[config.mk]
export PLATFORM = sky130hd
export DESIGN_NAME = micro_core_flat
export DESIGN_NICKNAME = d
export VERILOG_FILES = /design/src/rtl/micro_pkg.sv /design/src/rtl/micro_if.sv /design/src/rtl/micro_alu.sv /design/src/rtl/micro_core.sv /design/src/flat_wrapper.sv
export SDC_FILE = /design/constraint.sdc
export NUM_CORES = 1
export LEC_CHECK = 0
export CAP_MARGIN = 20
export CORE_ASPECT_RATIO = 0.8
export CORE_MARGIN = 1.5
export CORE_UTILIZATION = 35
export DETAILED_ROUTE_END_ITERATION = 12
export HOLD_SLACK_MARGIN = 0.02
export PLACE_DENSITY = 0.55
export SLEW_MARGIN = 10
export SYNTH_ARGS = -nofsm -noshare
export SYNTH_HDL_FRONTEND = slang
export SYNTH_SLANG_ARGS = --single-unit
[constraint.sdc]
create_clock -name clk -period 7.11 [get_ports clk]
set_input_delay 1.0665 -clock clk [delete_from_list [all_inputs] [get_ports clk]]
set_output_delay 1.0665 -clock clk [all_outputs]
set_load 0.03 [all_outputs]
[src/rtl/micro_pkg.sv]
// Shared opcode and FSM state encodings for the micro core and its ALU.
// Pure definitions: no logic, no latency, no flow control.
package micro_pkg;

  localparam int unsigned INSTR_W = 8;

  typedef enum logic [3:0] {
    OP_NOP  = 4'h0,
    OP_LDI  = 4'h1,
    OP_LD   = 4'h2,
    OP_ST   = 4'h3,
    OP_IN   = 4'h4,
    OP_OUT  = 4'h5,
    OP_ADD  = 4'h6,
    OP_SUB  = 4'h7,
    OP_AND  = 4'h8,
    OP_XOR  = 4'h9,
    OP_JZ   = 4'hA,
    OP_JMP  = 4'hB,
    OP_HALT = 4'hC
  } opcode_e;

  typedef enum logic [1:0] {
    ST_FETCH = 2'd0,
    ST_EXEC  = 2'd1,
    ST_HALT  = 2'd2
  } state_e;

endpackage

[src/rtl/micro_if.sv]
// Program-memory, data-port and status bundle between the core and its environment.
// Wires only; instruction fetch is stalled by dropping run.
interface micro_if
  import micro_pkg::*;
#(
  parameter int ADDR_W = 4,
  parameter int DATA_W = 8
);
  logic               run;
  logic [ADDR_W-1:0]  prog_addr;
  logic [INSTR_W-1:0] prog_data;
  logic [DATA_W-1:0]  in_data;
  logic [DATA_W-1:0]  out_sys;
  logic               out_valid;
  logic [DATA_W-1:0]  out_scratch;
  logic               halted;

  modport master (
    input  run, prog_data, in_data,
    output prog_addr, out_sys, out_valid, out_scratch, halted
  );

  modport slave (
    output run, prog_data, in_data,
    input  prog_addr, out_sys, out_valid, out_scratch, halted
  );
endinterface

[src/rtl/micro_alu.sv]
// Combinational ADD/SUB/AND/XOR with zero and carry/borrow flags.
// Zero latency; no flow control.
module micro_alu
  import micro_pkg::*;
#(
  parameter int DATA_W = 8
) (
  input  opcode_e           op_i,
  input  logic [DATA_W-1:0] a_i,
  input  logic [DATA_W-1:0] b_i,
  output logic [DATA_W-1:0] y_o,
  output logic              z_o,
  output logic              c_o
);

  // One extra bit carries the ADD carry-out or the SUB borrow.
  logic [DATA_W:0] wide;

  always_comb begin
    wide = '0;
    case (op_i)
      OP_ADD:  wide = {1'b0, a_i} + {1'b0, b_i};
      OP_SUB:  wide = {1'b0, a_i} - {1'b0, b_i};
      OP_AND:  wide = {1'b0, a_i & b_i};
      OP_XOR:  wide = {1'b0, a_i ^ b_i};
      default: wide = '0;
    endcase
  end

  assign y_o = wide[DATA_W-1:0];
  assign c_o = wide[DATA_W];
  assign z_o = (wide[DATA_W-1:0] == '0);

endmodule

[src/rtl/micro_core.sv]
// Two-cycle (FETCH, EXEC) accumulator core with scratch registers and an output port.
// Each instruction takes 2 cycles; run=0 stalls in FETCH, HALT freezes until reset.
module micro_core
  import micro_pkg::*;
#(
  parameter int ADDR_W = 4,
  parameter int DATA_W = 8,
  parameter int NREG   = 8
) (
  input logic      clk,
  input logic      rst,
  micro_if.master  bus
);

  localparam int RIDX_W = (NREG > 1) ? $clog2(NREG) : 1;

  state_e              state_q, state_d;
  logic [ADDR_W-1:0]   pc_q, pc_d;
  logic [INSTR_W-1:0]  ir_q, ir_d;
  logic [DATA_W-1:0]   acc_q, acc_d;
  logic                z_q, z_d;
  logic                c_q, c_d;
  logic [DATA_W-1:0]   regs_q [NREG];
  logic [DATA_W-1:0]   regs_d [NREG];
  logic [DATA_W-1:0]   out_sys_q, out_sys_d;
  logic [DATA_W-1:0]   out_scratch_q, out_scratch_d;
  logic                out_valid_q, out_valid_d;

  opcode_e             op;
  logic [3:0]          k;
  logic [RIDX_W-1:0]   ridx;
  logic [DATA_W-1:0]   rval;
  logic [DATA_W-1:0]   alu_y;
  logic                alu_z;
  logic                alu_c;

  assign op   = opcode_e'(ir_q[7:4]);
  assign k    = ir_q[3:0];
  assign ridx = ir_q[RIDX_W-1:0];
  assign rval = regs_q[ridx];

  micro_alu #(.DATA_W(DATA_W)) u_alu (
    .op_i (op),
    .a_i  (acc_q),
    .b_i  (rval),
    .y_o  (alu_y),
    .z_o  (alu_z),
    .c_o  (alu_c)
  );

  always_comb begin
    state_d       = state_q;
    pc_d          = pc_q;
    ir_d          = ir_q;
    acc_d         = acc_q;
    z_d           = z_q;
    c_d           = c_q;
    regs_d        = regs_q;
    out_sys_d     = out_sys_q;
    out_scratch_d = out_scratch_q;
    out_valid_d   = 1'b0;

    case (state_q)
      ST_FETCH: begin
        if (bus.run) begin
          ir_d    = bus.prog_data;
          state_d = ST_EXEC;
        end
      end
      ST_EXEC: begin
        state_d = ST_FETCH;
        pc_d    = pc_q + ADDR_W'(1);
        case (op)
          OP_LDI: begin
            acc_d = DATA_W'(k);
            z_d   = (k == 4'd0);
          end
          OP_LD: begin
            acc_d = rval;
            z_d   = (rval == '0);
          end
          OP_ST: begin
            regs_d[ridx]  = acc_q;
            out_scratch_d = acc_q;
          end
          OP_IN: begin
            acc_d = bus.in_data;
            z_d   = (bus.in_data == '0);
          end
          OP_OUT: begin
            out_sys_d   = acc_q;
            out_valid_d = 1'b1;
          end
          OP_ADD, OP_SUB: begin
            acc_d = alu_y;
            z_d   = alu_z;
            c_d   = alu_c;
          end
          OP_AND, OP_XOR: begin
            acc_d = alu_y;
            z_d   = alu_z;
          end
          OP_JZ: begin
            if (z_q) pc_d = ADDR_W'(k);
          end
          OP_JMP: pc_d = ADDR_W'(k);
          OP_HALT: begin
            pc_d    = pc_q;
            state_d = ST_HALT;
          end
          default: ;
        endcase
      end
      ST_HALT: ;
      default: state_d = ST_FETCH;
    endcase
  end

  always_ff @(posedge clk or negedge rst) begin
    if (!rst) begin
      state_q       <= ST_FETCH;
      pc_q          <= '0;
      ir_q          <= '0;
      acc_q         <= '0;
      z_q           <= 1'b0;
      c_q           <= 1'b0;
      out_sys_q     <= '0;
      out_scratch_q <= '0;
      out_valid_q   <= 1'b0;
      for (int i = 0; i < NREG; i++) regs_q[i] <= '0;
    end else begin
      state_q       <= state_d;
      pc_q          <= pc_d;
      ir_q          <= ir_d;
      acc_q         <= acc_d;
      z_q           <= z_d;
      c_q           <= c_d;
      out_sys_q     <= out_sys_d;
      out_scratch_q <= out_scratch_d;
      out_valid_q   <= out_valid_d;
      regs_q        <= regs_d;
    end
  end

  assign bus.prog_addr   = pc_q;
  assign bus.out_sys     = out_sys_q;
  assign bus.out_scratch = out_scratch_q;
  assign bus.out_valid   = out_valid_q;
  assign bus.halted      = (state_q == ST_HALT);

endmodule

[src/flat_wrapper.sv]
// flat-port wrapper written by rule: the top's interface ports become plain ports
module micro_core_flat import micro_pkg::*;
#(
  parameter int ADDR_W = 4,
  parameter int DATA_W = 8,
  parameter int NREG   = 8
)
  (clk, rst, bus_run, bus_prog_data, bus_in_data, bus_prog_addr, bus_out_sys, bus_out_valid, bus_out_scratch, bus_halted);
  micro_if #(.ADDR_W(ADDR_W), .DATA_W(DATA_W)) bus_i ();
  input logic clk;
  input logic rst;
  input wire logic [$bits(bus_i.run)-1:0] bus_run;
  input wire logic [$bits(bus_i.prog_data)-1:0] bus_prog_data;
  input wire logic [$bits(bus_i.in_data)-1:0] bus_in_data;
  output wire logic [$bits(bus_i.prog_addr)-1:0] bus_prog_addr;
  output wire logic [$bits(bus_i.out_sys)-1:0] bus_out_sys;
  output wire logic [$bits(bus_i.out_valid)-1:0] bus_out_valid;
  output wire logic [$bits(bus_i.out_scratch)-1:0] bus_out_scratch;
  output wire logic [$bits(bus_i.halted)-1:0] bus_halted;
  assign bus_i.run = bus_run;
  assign bus_i.prog_data = bus_prog_data;
  assign bus_i.in_data = bus_in_data;
  assign bus_prog_addr = bus_i.prog_addr;
  assign bus_out_sys = bus_i.out_sys;
  assign bus_out_valid = bus_i.out_valid;
  assign bus_out_scratch = bus_i.out_scratch;
  assign bus_halted = bus_i.halted;
  micro_core #(.ADDR_W(ADDR_W), .DATA_W(DATA_W), .NREG(NREG)) u_core (.clk(clk), .rst(rst), .bus(bus_i));
endmodule
==> flow_summary.yaml <==
routing:
  wirelength_mm: 13.1
  firstDrtPassIters: 4
  final_antenna_net_count: 0
  drcViolationCount: 0
  via_count: 3882
  avgViaCountPerCell: 5.25
  wire_per_inst_um: 17.8
  drtIter0Drc: 233
pwr:
  vdd_ir_drop_max_uv: 189
  p_per_area_nw_per_um2: 429
  p_leak_uw: 0.00297
  power.total_uw: 2750
logic_synthesis:
  synth.avg_cell_area_um2: 11.2
  ys.warnings.count: 0
  yosys_register_bits: 104
  synth-edff-count: 0
  synth-async-reset-ratio: 1.00
  synth_ff_type: "dfrtp_1"
  netlist_area_um2: 5480
  syn_nets: 525
  synthTopCellsByArea: "dfrtp_1, mux2_2, nand2_1"
  synth_largest_area_cell: "dfrtp_1"
  yosysTopAreaCellShare: 0.475
  yosysSeqAreaShare: 0.475
  synthDistinctLibCells: 61
  syn_inst: 488
timing:
  setup_viol: 0
  fin_setup_tns_ns: 0
  slew_headroom: 0.332
  holdWs_ns: 0.479
  min_period_ns: 4.23
  hold_viol: 0
  tightest_slew_ns: 0.994
  rsz0062_at_grt: "no"
  fin_crit_sh: 0.595
  skew_ns: 0.00795
  maxSlewViolCount: 0
  fmaxAchievable_ghz: 0.236
floorplan:
  core-area_um2: 15200
  boundaryPins: 41
  dieArea_um2: 16400
  die-width_um: 143
  die_h_um: 115
  start_util: 0.361
  rows: 40
critical_path:
  crit_path_max_fanout: 30
  worstPathRequired_ns: 7.36
  path_cells: "buf_4, mux4_2, mux2i_1, ha_1, a21oi_1, ha_1, nor2b_1, o21ai_0, a21oi_1, o21ai_1, nand2b_1, a21oi_1, xnor2_1, o21ai_1, o41ai_2"
  critical_path_class: "flip-flop to flip-flop"
  critPathBufInv: 1
  slowest_delay_ns: 0.55
  critPathCaptureType: "flip-flop"
  path_common_cell: "a21oi_1"
  cpMaxStageDelayCell: "mux4_2"
  critPathTopFamily: "compound AO/OA/AOI/OAI gates"
  start_kind: "flip-flop"
  critPathArrivalTime_ns: 4.48
clocking:
  htree_levels: 3
  post_cts_buffers: 0
  path_clk_slew_ns: 0.07
  clock-sinks: 104
  cts_resized: 0
  ctsHoldBuffers: 0
  insertion_delay_ns: 0.35
  clockRootBuffer: "clkbuf_16"
  clock_path_buffers: 2
  cts_tree: "done"
  numCtsBuffers: 9
cells_and_area:
  multi_input_area_um2: 2730
  drive_gt1_frac: 0.226
  post-route-util: 0.423
  antennaDiodeCount: 0
  nFillCells: 1413
  seq_area_um2: 2600
  layout.nets: 562
  area_delta_synth_final_pct: 17.0
grt:
  grt_pass1_wl_mm: 21.4
  grt_max_degree: 78
  grt_overflow: 0
  grt_antenna_before_repair: 0
  grt_pass1_vias: 3973
  grt_usage: 0.171
hold_path:
  hp-class: "flip-flop to flip-flop"
job:
  maxCapViolCount: 0
outcome:
  status: "complete, no violations"
placement:
  gp_congestion: 0.907
  port_buffers: 40
  hpwl_mm: 9.35
## cell usage after synthesis, drive strengths merged, types with 5 or more instances
cell type  instances
mux4              10
buf                7
a22oi              6
a221oi             8
a21oi             12
xnor2              6
ha                17
mux2i              9
nand3              6
nor3              10
xor2               6
nand2             74
inv               12
nor2b              5
dfrtp            104
clkbuf            17
o21ai             33
nor2              20
mux2              71
nand2b             7
## stage by stage
| step | worst slack, ns | area, µm² | std cells |
|---|---|---|---|
| after floorplan | 3.76 | 5480 | 488 |
| after global placement | 3.01 | 6100 | 722 |
| after detailed placement | 2.84 | 6100 | 722 |
| after CTS | 2.85 | 6390 | 738 |
| after global routing | 2.56 | 6410 | 740 |
| final | 2.88 | 6410 | 740 |
## registers in the layout (all words and copies together), names as in the netlist
register / cells
u_core.acc_q: 8
u_core.bus.out_valid: 1
u_core.ir_q: 8
u_core.state_q: 2
u_core.bus.out_scratch: 8
u_core.bus.prog_addr: 4
u_core.z_q: 1
u_core.regs_q: 64
u_core.bus.out_sys: 8
## where the power goes
part / switching (µW) / leakage (µW) / internal (µW)
clock: 222 / 0.000145 / 276
combinational: 733 / 0.00142 / 574
sequential: 203 / 0.00140 / 739
total: 1160 / 0.00297 / 1590
## path summary, 6_finish.rpt
check                                                from                        end  slack, ns  cells after the start
worst max-delay path                       u_core.ir_q[0]                 u_core.z_q       2.88                     15
worst min register to register  u_core.bus.out_scratch[6]  u_core.bus.out_scratch[6]       0.48                      2
min in group asynchronous                             rst          u_core.state_q[0]       0.63                      1
max in group asynchronous                             rst          u_core.regs_q[33]       5.21                      2
worst min-delay path            u_core.bus.out_scratch[6]  u_core.bus.out_scratch[6]       0.48                      2
worst max register to register             u_core.ir_q[0]                 u_core.z_q       2.88                     15
## cells by family after synthesis
| kind of cell | synth area share |
|---|---|
| flops | 0.475 |
| buf+inv | 0.0295 |
| simple gates | 0.122 |
| compound gates | 0.104 |
| fa+ha+maj | 0.0425 |
| mux | 0.207 |
| xor+xnor | 0.0192 |
## layer usage
layer | track usage | vias up | part of all wire
met5 | 0 | - | 0
met4 | 0.0570 | 0 | 0.015
met3 | 0.0333 | 13 | 0.041
met2 | 0.272 | 76 | 0.46
met1 | 0.237 | 1953 | 0.48
li1 | - | 1840 | -
## worst register-to-register path, cell delays in order (launching register included)
cell and delay [ns]:
dfrtp_1 0.50, buf_4 0.46, mux4_2 0.58, mux2i_1 0.31, ha_1 0.30, a21oi_1 0.23
ha_1 0.28, nor2b_1 0.12, o21ai_0 0.22, a21oi_1 0.12, o21ai_1 0.18, nand2b_1 0.09
a21oi_1 0.19, xnor2_1 0.14, o21ai_1 0.10, o41ai_2 0.34
## final cells by class
cell class,instances,area share
clock inverters,6,0.0105
repair buffers,50,0.0738
clock buffers,10,0.0357
flip-flops and latches,104,0.406
multi-input cells,347,0.425
well taps,210,0.0410
inverters,13,0.00761
## layout by cell type (no fill, tap or decap), types with 3 or more instances in the layout
cell type        instances
clkdlybuf4s50_1         39
inv_1                   11
or3_1                    4
dfrtp_1                104
xor2_1                   6
o21ai_0                 28
xnor2_1                  6
mux2_2                  68
mux2i_1                  7
mux4_2                  10
clkbuf_16                9
o21ai_1                  4
nor3_1                   8
nor2_1                  20
nand4_1                  4
a22o_1                   3
nand2_1                 73
nand3_1                  6
nor4_1                   3
a21oi_1                 12
ha_1                    17
nor2b_1                  5
nand2b_1                 7
o31ai_1                  3
a22oi_1                  6
buf_4                   11
a221oi_1                 7
Note: power is estimated with default switching activity, not from simulation.
